`src/rtl/pcie_fifo_burst_pkg.sv`:
```
// Shared types and constants for the pcie_fifo burst reader and its helpers.
package pcie_fifo_burst_pkg;

  typedef enum logic [1:0] {
    IDLE  = 2'd0,
    ARM   = 2'd1,
    READ  = 2'd2,
    DRAIN = 2'd3
  } state_t;

  localparam int DEF_DATA_WIDTH = 128;
  localparam int DEF_BURST_LEN  = 16;
  localparam int BYTES_PER_BEAT = DEF_DATA_WIDTH / 8;
  localparam int BURST_STRIDE   = DEF_BURST_LEN * BYTES_PER_BEAT;

  // Byte distance between consecutive burst start addresses.
  function automatic int burst_stride_bytes(input int burst_len, input int data_width);
    return burst_len * (data_width / 8);
  endfunction

endpackage

```
`src/rtl/pcie_skid_buf2.sv`:
```
// Two-entry FIFO used as a skid buffer behind a read port with one cycle of latency.
module pcie_skid_buf2 #(
  parameter int WIDTH = 128
) (
  input  logic             clk,
  input  logic             rst_n,
  input  logic             i_push,
  input  logic [WIDTH-1:0] i_data,
  input  logic             i_pop,
  output logic             o_valid,
  output logic [WIDTH-1:0] o_data,
  output logic [1:0]       o_occ
);

  logic [WIDTH-1:0] r_mem0;
  logic [WIDTH-1:0] r_mem1;
  logic             r_rd_ptr;
  logic             r_wr_ptr;
  logic [1:0]       r_occ;
  logic             w_pop;
  logic             w_push;

  assign w_pop  = i_pop && (r_occ != 2'd0);
  // A push into a full buffer is dropped; the caller's credit scheme prevents it.
  assign w_push = i_push && ((r_occ != 2'd2) || w_pop);

  always_ff @(posedge clk or negedge rst_n) begin
    if (!rst_n) begin
      r_rd_ptr <= 1'b0;
      r_wr_ptr <= 1'b0;
      r_occ    <= 2'd0;
    end else begin
      if (w_push) r_wr_ptr <= ~r_wr_ptr;
      if (w_pop)  r_rd_ptr <= ~r_rd_ptr;
      r_occ <= r_occ + {1'b0, w_push} - {1'b0, w_pop};
    end
  end

  always_ff @(posedge clk or negedge rst_n) begin
    if (!rst_n) begin
      r_mem0 <= '0;
      r_mem1 <= '0;
    end else if (w_push) begin
      if (r_wr_ptr) r_mem1 <= i_data;
      else          r_mem0 <= i_data;
    end
  end

  assign o_valid = (r_occ != 2'd0);
  assign o_data  = r_rd_ptr ? r_mem1 : r_mem0;
  assign o_occ   = r_occ;

endmodule

```
`src/rtl/pcie_fifo_burst_reader.sv`:
```
// Drains pcie_fifo in fixed-length framed bursts toward the DMA write engine.
// Optional PCIE_BURST_READER_UNDERRUN_CHK_EN adds a sticky underrun_err output.
module pcie_fifo_burst_reader
  import pcie_fifo_burst_pkg::*;
#(
  parameter int                    DATA_WIDTH   = 128,
  parameter int                    LEVEL_WIDTH  = 11,
  parameter int                    BURST_LEN    = 16,
  parameter int                    ADDR_WIDTH   = 32,
  parameter logic [ADDR_WIDTH-1:0] BASE_ADDR    = '0,
  parameter int                    FRAME_BURSTS = 4800
) (
  input  logic                   clk,
  input  logic                   rst_n,
  input  logic                   enable,
  output logic                   fifo_rd_en,
  input  logic [DATA_WIDTH-1:0]  fifo_rd_data,
  input  logic                   fifo_rd_empty,
  input  logic [LEVEL_WIDTH-1:0] fifo_rd_water_level,
  output logic                   m_valid,
  input  logic                   m_ready,
  output logic [DATA_WIDTH-1:0]  m_data,
  output logic                   m_sop,
  output logic                   m_eop,
  output logic [ADDR_WIDTH-1:0]  m_addr,
  output logic                   burst_done,
  output logic                   frame_done
`ifdef PCIE_BURST_READER_UNDERRUN_CHK_EN
  ,
  output logic                   underrun_err
`endif
);

  localparam int CNT_W = $clog2(BURST_LEN) + 1;
  localparam int FRM_W = $clog2(FRAME_BURSTS + 1);
  localparam logic [ADDR_WIDTH-1:0]  STRIDE     = ADDR_WIDTH'(burst_stride_bytes(BURST_LEN, DATA_WIDTH));
  localparam logic [CNT_W-1:0]       LAST_BEAT  = CNT_W'(BURST_LEN - 1);
  localparam logic [FRM_W-1:0]       LAST_BURST = FRM_W'(FRAME_BURSTS - 1);
  localparam logic [LEVEL_WIDTH-1:0] BURST_LVL  = LEVEL_WIDTH'(BURST_LEN);

  state_t                  r_state;
  state_t                  w_state_nxt;
  logic                    r_inflight;
  logic [CNT_W-1:0]        r_rd_cnt;
  logic [CNT_W-1:0]        r_beat_cnt;
  logic [FRM_W-1:0]        r_burst_cnt;
  logic [ADDR_WIDTH-1:0]   r_addr;
  logic                    w_rd_req;
  logic                    w_rd_en;
  logic                    w_valid;
  logic [DATA_WIDTH-1:0]   w_data;
  logic [1:0]              w_occ;
  logic                    w_pop;
  logic                    w_eop_acc;
  logic                    w_frame_last;
  logic [2:0]              w_credit;

  assign w_pop        = w_valid && m_ready;
  assign w_eop_acc    = w_pop && (r_beat_cnt == LAST_BEAT);
  assign w_frame_last = (r_burst_cnt == LAST_BURST);
  // Entries held plus the read still in flight must leave room after this cycle's pop.
  assign w_credit     = {1'b0, w_occ} + {2'b0, r_inflight};

  always_comb begin
    w_state_nxt = r_state;
    w_rd_req    = 1'b0;
    w_rd_en     = 1'b0;
    case (r_state)
      IDLE: begin
        if (enable) w_state_nxt = ARM;
      end
      ARM: begin
        if ((fifo_rd_water_level >= BURST_LVL) && !fifo_rd_empty) w_state_nxt = READ;
      end
      READ: begin
        w_rd_req = (w_credit < (3'd2 + {2'b0, w_pop}));
        w_rd_en  = w_rd_req && !fifo_rd_empty;
        if (w_rd_en && (r_rd_cnt == LAST_BEAT)) w_state_nxt = DRAIN;
      end
      DRAIN: begin
        if (w_eop_acc) w_state_nxt = enable ? ARM : IDLE;
      end
      default: w_state_nxt = IDLE;
    endcase
  end

  always_ff @(posedge clk or negedge rst_n) begin
    if (!rst_n) begin
      r_state    <= IDLE;
      r_inflight <= 1'b0;
      r_rd_cnt   <= '0;
    end else begin
      r_state    <= w_state_nxt;
      r_inflight <= w_rd_en;
      if (r_state == ARM)  r_rd_cnt <= '0;
      else if (w_rd_en)    r_rd_cnt <= r_rd_cnt + CNT_W'(1);
    end
  end

  always_ff @(posedge clk or negedge rst_n) begin
    if (!rst_n) begin
      r_beat_cnt  <= '0;
      r_burst_cnt <= '0;
      r_addr      <= BASE_ADDR;
    end else if (w_pop) begin
      if (w_eop_acc) begin
        r_beat_cnt <= '0;
        if (w_frame_last) begin
          r_burst_cnt <= '0;
          r_addr      <= BASE_ADDR;
        end else begin
          r_burst_cnt <= r_burst_cnt + FRM_W'(1);
          r_addr      <= r_addr + STRIDE;
        end
      end else begin
        r_beat_cnt <= r_beat_cnt + CNT_W'(1);
      end
    end
  end

  pcie_skid_buf2 #(
    .WIDTH (DATA_WIDTH)
  ) u_skid (
    .clk     (clk),
    .rst_n   (rst_n),
    .i_push  (r_inflight),
    .i_data  (fifo_rd_data),
    .i_pop   (w_pop),
    .o_valid (w_valid),
    .o_data  (w_data),
    .o_occ   (w_occ)
  );

  assign fifo_rd_en = w_rd_en;
  assign m_valid    = w_valid;
  assign m_data     = w_data;
  assign m_sop      = w_valid && (r_beat_cnt == '0);
  assign m_eop      = w_valid && (r_beat_cnt == LAST_BEAT);
  assign m_addr     = r_addr;
  assign burst_done = w_eop_acc;
  assign frame_done = w_eop_acc && w_frame_last;

`ifdef PCIE_BURST_READER_UNDERRUN_CHK_EN
  logic r_underrun;
  logic w_ovf;

  assign w_ovf = r_inflight && (w_occ == 2'd2) && !w_pop;

  always_ff @(posedge clk or negedge rst_n) begin
    if (!rst_n)                                   r_underrun <= 1'b0;
    else if ((w_rd_req && fifo_rd_empty) || w_ovf) r_underrun <= 1'b1;
  end

  assign underrun_err = r_underrun;
`endif

endmodule

```
`config.mk`:
```
export PLATFORM = sky130hd
export DESIGN_NAME = pcie_fifo_burst_reader
export DESIGN_NICKNAME = d
export VERILOG_FILES = /design/src/rtl/pcie_fifo_burst_pkg.sv /design/src/rtl/pcie_skid_buf2.sv /design/src/rtl/pcie_fifo_burst_reader.sv
export SDC_FILE = /design/constraint.sdc
export NUM_CORES = 1
export LEC_CHECK = 0
export CAP_MARGIN = 0
export CORE_UTILIZATION = 50
export DETAILED_ROUTE_END_ITERATION = 12
export DONT_BUFFER_PORTS = 1
export HOLD_SLACK_MARGIN = 0.06
export PLACE_DENSITY_LB_ADDON = 0.15
export SETUP_SLACK_MARGIN = 0.3
export SYNTH_ARGS = -nofsm -noshare
export SYNTH_HDL_FRONTEND = slang
export SYNTH_SLANG_ARGS = --single-unit
```
`constraint.sdc`:
```
create_clock -name clk -period 5.4 [get_ports clk]
set_input_delay 0.81 -clock clk [delete_from_list [all_inputs] [get_ports clk]]
set_output_delay 0.81 -clock clk [all_outputs]
set_load 0.01 [all_outputs]
```
==> results.py <==
metrics = {
    "synthesis": {
        "yosysUniqueCellTypes": 49,
        "post_synth.cell_area_avg_sq_um": 14.0,
        "synth.most_common_cell": "sky130_fd_sc_hd__mux2_2",
        "async_reset_ff_share_pct": 100,
        "syn_inst": 998,
        "synth.largest_area_cell": "sky130_fd_sc_hd__dfrtp_1",
        "yosys_most_used_dff": "sky130_fd_sc_hd__dfrtp_1",
        "synth_edf_count": 0,
        "post_synth_instance_area_sq_um": 14000,
        "ys.warnings.count": 0,
        "postSynthRegisterBits": 310,
        "synth_common_cells": "sky130_fd_sc_hd__mux2_2 (386), sky130_fd_sc_hd__dfrtp_1 (310), sky130_fd_sc_hd__buf_2 (28)",
        "synth_top_cell_area_share_pct": 55.5,
        "synth.area.top_cells": "sky130_fd_sc_hd__dfrtp_1 (55%), sky130_fd_sc_hd__mux2_2 (31%), sky130_fd_sc_hd__ha_1 (1.3%), sky130_fd_sc_hd__buf_2 (1.0%), sky130_fd_sc_hd__or4_1 (0.91%)",
        "synth_seq_area_share_pct": 55.5,
    },
    "route": {
        "first_pass_iters": 4,
        "vias": 7879,
        "first_iter_violations": 344,
        "route.detailed.wl_per_inst_um": 20.5,
        "detail_route.vias_per_cell": 5.67,
        "postRouteAntennaNets": 0,
        "remaining_drc_errors": 0,
        "routed_wl_mm": 28.5,
    },
    "clock_network": {
        "clk_latency_ns": 0.50,
        "htree_num_levels": 2,
        "cts.sinks": 310,
        "tritoncts.num_buffers": 35,
        "cts_root_buf": "sky130_fd_sc_hd__clkbuf_16",
        "clkTransAtPathRegs_ns": 0.06,
        "cts_tree": "done",
        "cts-root-to-sink-buffers": 3,
        "setup_repair_bufs_after_cts": 0,
    },
    "power_and_ir_drop": {
        "power_switching_share_pct": 30.8,
        "fin_total_pwr_uw": 9410,
        "pwr-share-seq_pct": 41.7,
        "internal_power_uw": 6510,
        "combinationalPowerShare_pct": 32.3,
        "cellPowerDensity_nw_per_um2": 607,
        "vdd_ir_drop_max_uv": 323,
        "total_switching_power_uw": 2900,
        "clock_power_share_pct": 26.0,
        "power.static_leakage_uw": 0.00683,
    },
    "final_layout": {
        "layoutNonFillerInstCount": 1389,
        "num-nets-final": 1150,
        "antenna_cells_inserted": 0,
        "post_route_cells_drive_above_1_share_pct": 44.8,
        "fillerInstances": 2261,
        "postLayoutCellArea_sq_um": 15500,
        "synthToLayoutAreaGrowth_pct": 10.8,
    },
    "grt": {
        "grt_first_pass_wirelength_mm": 44.7,
        "grt-ovfl-total": 0,
        "globalRouteTotalUtil_pct": 19.7,
        "grt_pass1_vias": 7954,
        "initial_antenna_violation_count": 0,
        "grt_max_degree": 311,
    },
    "place": {
        "place_worst_setup_slack_ns": 2.43,
        "io_buffer_count": 0,
        "placedInstanceArea_sq_um": 14300,
        "place.gp.congestion": 0.798,
        "dpl.hpwl_mm": 18.3,
        "place_inst": 1326,
    },
    "floorplanning": {
        "floorplan.rows": 60,
        "die_area_sq_um": 28600,
        "io_pins": 310,
        "effective_utilization_at_floorplan_pct": 51.5,
        "die_width_um": 169,
        "floorplan.core_area_sq_um": 27200,
        "die_h_um": 169,
    },
    "timing": {
        "finalClockSkew_ns": 0.0182,
        "final_worst_path_setup_slack_ns": 1.99,
        "finalCritPeriodShare_pct": 63.2,
        "timing.slew.headroom_pct": 29.8,
        "report.final.slew_viol_count": 0,
        "finish_stage_setup_viols": 0,
        "tightest_slew_ns": 1.04,
        "fin_tns_setup_ns": 0,
        "rsz0062_at_grt": "false",
        "finalHoldViolations": 0,
        "post-route-min-period_ns": 3.41,
        "maxClockFrequency_ghz": 0.293,
    },
    "setup_path": {
        "highest_fanout_seen_on_the_critical_path": 59,
        "worstRegToRegCells": 5,
        "crit_arrival_ns": 2.60,
        "critical_path_required_ns": 4.59,
        "reg2reg_slack_ns": 2.72,
        "worstSetupEndpointType": "primary output",
        "ws_path_type": "reg -> out",
        "crit_path_start_kind": "flip-flop",
        "r2r-end": "u_skid.r_mem1[27]",
        "crit-reg2reg-launch": "u_skid.o_occ[1]",
    },
    "worst_hold_path": {
        "hp-class": "in -> async",
    },
    "job": {
        "max_cap_viol_count": 0,
    },
    "outcome": {
        "status": "complete, no violations",
    },
}
-- layout by cell type, fill, tap and decap left out, drive strengths merged, types with 8 or more instances in the layout --
cell      n
a21oi    21
or4      17
dfrtp   310
o31ai    13
xnor2    14
nand2    22
o21ai    17
nand3    17
nor2     12
inv      14
ha       15
mux2    386
conb      8
nand4    17
clkbuf   53
-- layout make-up --
class	count	area, sq um	share of cell area, %
clock buffer	53	1060	6.82
clock inverter	10	150	0.969
inverter	15	56.3	0.363
multi-input combinational	622	5930	38.2
sequential	310	7760	50.1
tap	372	465	3.00
timing repair buffer	7	77.6	0.501
-- critical path, stage by stage, from the launching register on --
cell and delay (ns):
sky130_fd_sc_hd__dfrtp_4 0.96, sky130_fd_sc_hd__buf_4 0.58, sky130_fd_sc_hd__mux2_2 0.45
-- sequential cells by signal (all words and copies together), names as in the netlist --
| name | cells |
|---|---|
| u_skid.o_occ | 2 |
| r_inflight | 1 |
| r_state | 2 |
| u_skid.r_wr_ptr | 1 |
| u_skid.r_mem0 | 128 |
| r_rd_cnt | 5 |
| r_burst_cnt | 13 |
| m_addr | 24 |
| u_skid.r_rd_ptr | 1 |
| r_beat_cnt | 5 |
| u_skid.r_mem1 | 128 |
-- how the worst max path moves through the flow --
stage | from | endpoint | slack [ns] | depth (start not counted)
after floorplan | r_burst_cnt[8] | frame_done | 2.92 | 4
after global placement | m_ready | u_skid.r_mem1[125] | 2.42 | 4
after detailed placement | m_ready | u_skid.r_mem1[125] | 2.43 | 4
after CTS | u_skid.r_rd_ptr | m_data[29] | 1.96 | 2
after global routing | u_skid.r_rd_ptr | m_data[29] | 1.89 | 2
final | u_skid.r_rd_ptr | m_data[32] | 1.99 | 2
-- power by group through the flow --
stage | combinational, uW | clock (uW) | sequential (uW)
floorplan | 2680 | 0 | 3710
global placement | 3030 | 0 | 3920
detailed placement | 3080 | 0 | 3970
CTS | 3090 | 2520 | 3930
global route | 3270 | 2600 | 4070
finish | 3040 | 2440 | 3930
-- kinds of logic after synthesis --
group | synth area share, %
adders and majority gates | 1.34
buffers and inverters | 2.48
xor gates and xnor gates | 1.19
and+or+nand+nor | 5.17
AOI/OAI and AO/OA | 3.03
muxes | 31.3
other | 0.0268
DFF | 55.5
-- routing by layer --
metal	up-vias	track usage, %	routed length [um]
li1	3645	-	-
met3	44	6.65	2420
met4	0	5.44	540
met1	3980	25.7	12100
met5	-	0	0
met2	210	31.4	13500
-- metrics by stage --
step | hold slack (ns) | utilization, %
floorplan | 0.431 | -
global placement | 0.457 | 52.6
detailed placement | 0.467 | 52.6
CTS | -0.0178 | 57.0
global route | -0.0176 | 57.0
finish | 0.0104 | 57.0
-- repair_timing --
item,in CTS,in global routing
setup endpoints to repair,0,0
hold endpoints to repair,310,244
gates resized for setup,0,0
(Power assumes the default switching activity.)
